## config.mk

```make
export PLATFORM = sky130hd
export DESIGN_NAME = ps2_scancode_ctrl
export DESIGN_NICKNAME = d
export VERILOG_FILES = /design/src/rtl/ps2_scancode_ctrl.sv
export SDC_FILE = /design/constraint.sdc
export NUM_CORES = 1
export LEC_CHECK = 0
export BUFFER_PORTS_ARGS = -buffer_cell sky130_fd_sc_hd__buf_2
export CAP_MARGIN = 20
export CORE_MARGIN = 8
export CORE_UTILIZATION = 58
export DETAILED_ROUTE_END_ITERATION = 8
export GPL_TIMING_DRIVEN = 0
export PLACE_DENSITY = 0.76
export SYNTH_ARGS = -nofsm -noshare
export SYNTH_HDL_FRONTEND = slang
export SYNTH_SLANG_ARGS = --single-unit
```

## constraint.sdc

```tcl
create_clock -name clk -period 2.8 [get_ports clk]
set_input_delay 0.28 -clock clk [delete_from_list [all_inputs] [get_ports clk]]
set_output_delay 0.28 -clock clk [all_outputs]
set_load 0.05 [all_outputs]
```

## src/rtl/ps2_scancode_ctrl.sv

```systemverilog
// PS/2 Set-2 scan-code sequencer: strips E0/F0/E1 prefixes, tracks modifiers, queues key events.
// Latency: a byte strobed in cycle N appears at the FIFO head in N+1 when the FIFO was empty.
// Backpressure: valid/ready FIFO pop; a push into a full FIFO drops the event and sets overflow (PS2_REPEAT_FILTER_EN suppresses repeats).
module ps2_scancode_ctrl #(
    parameter int DEPTH   = 8,
    parameter int TIMEOUT = 65535
) (
    input  logic       clk,
    input  logic       rst_n,
    input  logic [7:0] byte_in,
    input  logic       byte_valid,
    output logic       ev_valid,
    input  logic       ev_ready,
    output logic [7:0] ev_code,
    output logic       ev_ext,
    output logic       ev_break,
    output logic       ev_pause,
    output logic [3:0] mods,
    output logic       overflow,
    output logic       proto_err,
    input  logic       clear
);
    localparam int AW = $clog2(DEPTH);
    localparam int TW = $clog2(TIMEOUT + 1);

    typedef enum logic [2:0] {S_IDLE, S_EXT, S_BRK, S_EXT_BRK, S_SKIP} state_t;

    typedef struct packed {
        logic       pause;
        logic       brk;
        logic       ext;
        logic [7:0] code;
    } ev_t;

    state_t        state, state_nxt;
    logic [2:0]    skip_cnt, skip_nxt;
    logic [TW-1:0] timer;
    logic          emit, perr, push;
    ev_t           em;
    logic [3:0]    mods_nxt;
    logic          is_pfx, is_ign;

    assign is_pfx = (byte_in == 8'hE0) || (byte_in == 8'hF0) || (byte_in == 8'hE1);
    assign is_ign = (byte_in == 8'h00) || (byte_in == 8'hAA) || (byte_in == 8'hEE) ||
                    (byte_in == 8'hFA) || (byte_in == 8'hFE) || (byte_in == 8'hFF);

    always_comb begin
        state_nxt = state;
        skip_nxt  = skip_cnt;
        emit      = 1'b0;
        perr      = 1'b0;
        em        = '{pause: 1'b0, brk: 1'b0, ext: 1'b0, code: byte_in};
        if (byte_valid) begin
            case (state)
                S_IDLE: begin
                    if (byte_in == 8'hE0)      state_nxt = S_EXT;
                    else if (byte_in == 8'hF0) state_nxt = S_BRK;
                    else if (byte_in == 8'hE1) begin
                        state_nxt = S_SKIP;
                        skip_nxt  = 3'd7;
                    end
                    else if (!is_ign)          emit = 1'b1;
                end
                S_EXT: begin
                    if (byte_in == 8'hF0) state_nxt = S_EXT_BRK;
                    else begin
                        state_nxt = S_IDLE;
                        if (is_pfx) perr = 1'b1;
                        else begin
                            emit   = 1'b1;
                            em.ext = 1'b1;
                        end
                    end
                end
                S_BRK, S_EXT_BRK: begin
                    state_nxt = S_IDLE;
                    if (is_pfx) perr = 1'b1;
                    else begin
                        emit   = 1'b1;
                        em.brk = 1'b1;
                        em.ext = (state == S_EXT_BRK);
                    end
                end
                S_SKIP: begin
                    skip_nxt = skip_cnt - 3'd1;
                    if (skip_cnt == 3'd1) begin
                        state_nxt = S_IDLE;
                        emit      = 1'b1;
                        em.pause  = 1'b1;
                        em.code   = 8'hE1;
                    end
                end
                default: state_nxt = S_IDLE;
            endcase
        end else if (state != S_IDLE && timer == TW'(TIMEOUT)) begin
            perr      = 1'b1;
            state_nxt = S_IDLE;
        end
    end

    // Modifiers follow every decoded make/break, whether or not the FIFO has room.
    always_comb begin
        mods_nxt = mods;
        if (emit && !em.pause) begin
            if (em.code == 8'h12 && !em.ext) mods_nxt[0] = !em.brk;
            if (em.code == 8'h59 && !em.ext) mods_nxt[1] = !em.brk;
            if (em.code == 8'h14)            mods_nxt[2] = !em.brk;
            if (em.code == 8'h11)            mods_nxt[3] = !em.brk;
        end
    end

`ifdef PS2_REPEAT_FILTER_EN
    logic       held_vld;
    logic [7:0] held_code;
    logic       held_ext;
    logic       held_match, suppress;

    assign held_match = held_vld && (held_code == em.code) && (held_ext == em.ext);
    assign suppress   = emit && !em.pause && !em.brk && held_match;
    assign push       = emit && !suppress;

    always_ff @(posedge clk or negedge rst_n) begin
        if (!rst_n) begin
            held_vld  <= 1'b0;
            held_code <= 8'h00;
            held_ext  <= 1'b0;
        end else if (emit && !em.pause) begin
            if (!em.brk) begin
                held_vld  <= 1'b1;
                held_code <= em.code;
                held_ext  <= em.ext;
            end else if (held_match) begin
                held_vld <= 1'b0;
            end
        end
    end
`else
    assign push = emit;
`endif

    // FIFO: extra pointer MSB distinguishes full from empty.
    ev_t           mem [DEPTH];
    logic [AW:0]   wr_ptr, rd_ptr;
    logic          full, empty, do_pop, do_push;

    assign empty   = (wr_ptr == rd_ptr);
    assign full    = (wr_ptr[AW] != rd_ptr[AW]) && (wr_ptr[AW-1:0] == rd_ptr[AW-1:0]);
    assign do_pop  = ev_valid && ev_ready;
    assign do_push = push && (!full || do_pop);

    assign ev_valid = !empty;
    assign ev_code  = mem[rd_ptr[AW-1:0]].code;
    assign ev_ext   = mem[rd_ptr[AW-1:0]].ext;
    assign ev_break = mem[rd_ptr[AW-1:0]].brk;
    assign ev_pause = mem[rd_ptr[AW-1:0]].pause;

    always_ff @(posedge clk or negedge rst_n) begin
        if (!rst_n) begin
            state     <= S_IDLE;
            skip_cnt  <= 3'd0;
            timer     <= '0;
            mods      <= 4'h0;
            overflow  <= 1'b0;
            proto_err <= 1'b0;
            wr_ptr    <= '0;
            rd_ptr    <= '0;
            for (int i = 0; i < DEPTH; i++) mem[i] <= '0;
        end else begin
            state    <= state_nxt;
            skip_cnt <= skip_nxt;
            mods     <= mods_nxt;
            if (byte_valid || state == S_IDLE) timer <= '0;
            else                               timer <= timer + TW'(1);
            if (push && !do_push) overflow <= 1'b1;
            else if (clear)       overflow <= 1'b0;
            if (perr)             proto_err <= 1'b1;
            else if (clear)       proto_err <= 1'b0;
            if (do_push) begin
                mem[wr_ptr[AW-1:0]] <= em;
                wr_ptr <= wr_ptr + (AW+1)'(1);
            end
            if (do_pop) rd_ptr <= rd_ptr + (AW+1)'(1);
        end
    end
endmodule

```

==> reports/summary.txt <==
Status: finished clean
Die height: 120.9 µm
Mux contribution to synthesized area: 28.76%
Yosys reg bits: 124
PD cells: 1086 mW/mm²
Unrepaired setup endpoints after global routing: false
Fin Hold WS: 0.06671 ns
Most frequent cells in the layout: dfrtp_1 (124), mux2_2 (57), mux2_4 (42)
Yosys warning total: 0
Syn_nets: 476
Worst-Margin Slew: 0.8187 ns
Critical Path End Type: primary output
Final core utilization: 67.85%
Via count: 3878
Clock root buffer: clkbuf_8
XOR/XNOR Fraction of Synth Area: 2.882%
HPWL after detailed placement: 8572 µm
Post-Syn Area: 0.006381 mm²
Compound-cell area share of the yosys netlist: 6.353%
Simple-gate share of the synthesized area: 8.412%
Netlist cell types: 56
Yosys top cell area share: 48.63%
Max FO, Critical Path: 10
NetSw: 2.726 mW
Core Area: 0.01079 mm²
Wirelength per Cell: 19.76 µm
Max_cap viols: 0
Register area share after synthesis: 48.63%
Worst path arrival time: 2.36 ns
Pin count of the biggest net entering global routing: 104
Number of fill cells: 745
HP Class: input port to register
Fmax achieved: 0.3784 GHz
Clk network pwr share: 25.3%
# IOs: 31
Comb pwr share: 40.8%
Final hold vios: 0
Critical path's slowest cell: mux4_2
Post-synth ARST share: 100.0%
Global-route wire length before repair: 21960 µm
Crit path max-delay family: multiplexers
Final WL: 13100 µm
P&R area growth vs syn: 14.76%
Total power: 7.956 mW
Placed Area: 0.006740 mm²
Commonest non-fill, non-tap cell in the layout: dfrtp_1
Longest Clk Path Bufs: 2
Clock Sinks: 124
Tcrit/Tclk final: 94.37%
Slew HR: 45.42%
EDFF count, synth: 0
Biggest area consumer among synthesized cells: dfrtp_1
Antenna Cells: 0
X dimension of the die: 120.9 µm
RePlAce Congestion: 0.8394
Top_reg_cell synth: dfrtp_1
CTS tree: yes
# setup viols final: 0
DRT iter0 DRCs: 240
Setup TNS: 0 ns
Worst-path clk slew: 0.06 ns
Skew-Pair Late Insertion Delay: 0.52 ns
DRT Pass-1 Iters: 4
Slew Viols, Final: 0
Worst clock skew: 0.005953 ns
Final Critical Period: 2.642 ns
Post-synthesis adder-cell area fraction: 0.9804%
FP Rows: 38
# port buffers: 30
Die area: 0.01461 mm²
Final net count: 528
Bufs and invs on worst path: 3
H-tree levels: 4
Post-DRT Antenna Nets: 0
Switching share of total power: 34.27%
Initial core utilization: 59.12%
Leakage dissipation: 3.261 nW
Total GRT Usage: 19.48%
Main combinational cell family by area after synthesis: multiplexers
Initial antenna violation count: 0
Max incr delay on CP: 0.52 ns
DRC: 0
Crit path kind: register to primary output
IR drop worst, VDD: 0.8687 mV
CTS buffer count: 17
Req. time, crit path: 2.52 ns
GRT overflow: 0
Ranking of synthesized cells by area: dfrtp_1 (49%), mux2_2 (10%), mux2_4 (9.9%)
Synthesized area per cell: 13.93 µm²
Int Pwr: 5.230 mW
Vias in the first global route: 4093
Via density: 5.849
Cell count after synthesis: 458
Layout cells sized above 1: 42.83%
Sequential power share: 33.9%
Design area: 0.007323 mm²
Crit start category: register
Critical path, cell by cell: clkbuf_4, buf_6, mux4_2, mux2_2, buf_2
## registers in the layout (all words and copies together) (netlist names)
| signal | count |
|---|---|
| timer | 16 |
| overflow | 1 |
| proto_err | 1 |
| mem | 88 |
| skip_cnt | 3 |
| rd_ptr | 4 |
| state | 3 |
| wr_ptr | 4 |
| mods | 4 |
## metrics by stage
step | setup WS, ns | cells
6_report | 0.1575 | 663
3_5_place_dp | 0.3338 | 629
3_3_place_gp | -0.03661 | 628
5_1_grt | 0.04084 | 663
2_1_floorplan | 0.6207 | 458
4_1_cts | 0.003731 | 663
## worst min-delay path, cell delays in order
cell and delay, ns:
buf_2 0.12, nand3_1 0.08, xnor2_1 0.06
## what timing repair did
item | in CTS | in global routing
setup endpoints to repair | 11 | 11
hold buffers | 2 | 0
setup buffers | 0 | 0
gates resized for setup | 4 | 3
hold endpoints to repair | 27 | 0
## routing by layer
metal / track usage (%) / vias to the layer above / share of wire (%)
met5: 0 / - / 0
met3: 5.072 / 19 / 2.9
met2: 31.85 / 45 / 51
li1: - / 1789 / -
met4: 7.104 / 0 / 1.8
met1: 24.45 / 2025 / 44
## kinds of logic after synthesis
logic type / count (synthesis)
simple gates: 96
mux: 127
fa+ha+maj: 5
flops: 124
compound gates: 45
xor+xnor: 21
buf+inv: 40
## layout make-up
cell class | count | area (µm²) | share of cell area (%)
timing repair buffer | 33 | 203.9 | 2.785
buffer | 28 | 226.5 | 3.092
clock buffer | 24 | 480.5 | 6.561
clock inverter | 8 | 65.06 | 0.8884
multi-input combinational | 294 | 3024 | 41.30
tap | 140 | 175.2 | 2.392
inverter | 12 | 45.04 | 0.6151
sequential | 124 | 3103 | 42.37
## final timing paths
| check | startpoint | end | cells after the start | slack [ns] |
|---|---|---|---|---|
| max reg2reg | rd_ptr[0]$_DFFE_PN0P_ | mem[19]$_DFFE_PN0P_ | 8 | 0.28 |
| max in group asynchronous | rst_n | mem[27]$_DFFE_PN0P_ | 3 | 1.87 |
| min reg2reg | timer[0]$_DFF_PN0_ | timer[0]$_DFF_PN0_ | 1 | 0.46 |
| max | rd_ptr[0]$_DFFE_PN0P_ | ev_ext | 5 | 0.16 |
| min | ev_ready | rd_ptr[3]$_DFFE_PN0P_ | 3 | 0.07 |
| min in group asynchronous | rst_n | wr_ptr[0]$_DFFE_PN0P_ | 2 | 0.18 |
## power by group through the flow
stage	Sequential [mW]	Combinational [mW]	Clock [mW]
finish	2.70	3.25	2.01
global route	2.77	3.47	2.13
CTS	2.69	3.27	2.05
detailed placement	2.71	3.23	0
global placement	2.67	3.15	0
floorplan	2.63	2.61	0
## cell usage after synthesis, drive strengths merged (2+ instances only)
cell,count
a22o,2
a2111oi,4
a211oi,8
nand3,9
or3,6
xnor2,7
dfrtp,124
or3b,2
or2,4
and3,4
o21a,2
nand3b,4
mux4,22
nor2b,5
and2,3
and4,2
inv,12
o21ai,7
mux2,105
nor2,24
o211ai,2
a211o,4
clkbuf,10
nor3,3
a21o,2
a21oi,9
nand2,15
ha,5
nand2b,2
buf,18
nand4,6
xor2,14
(Power assumes the default switching activity.)
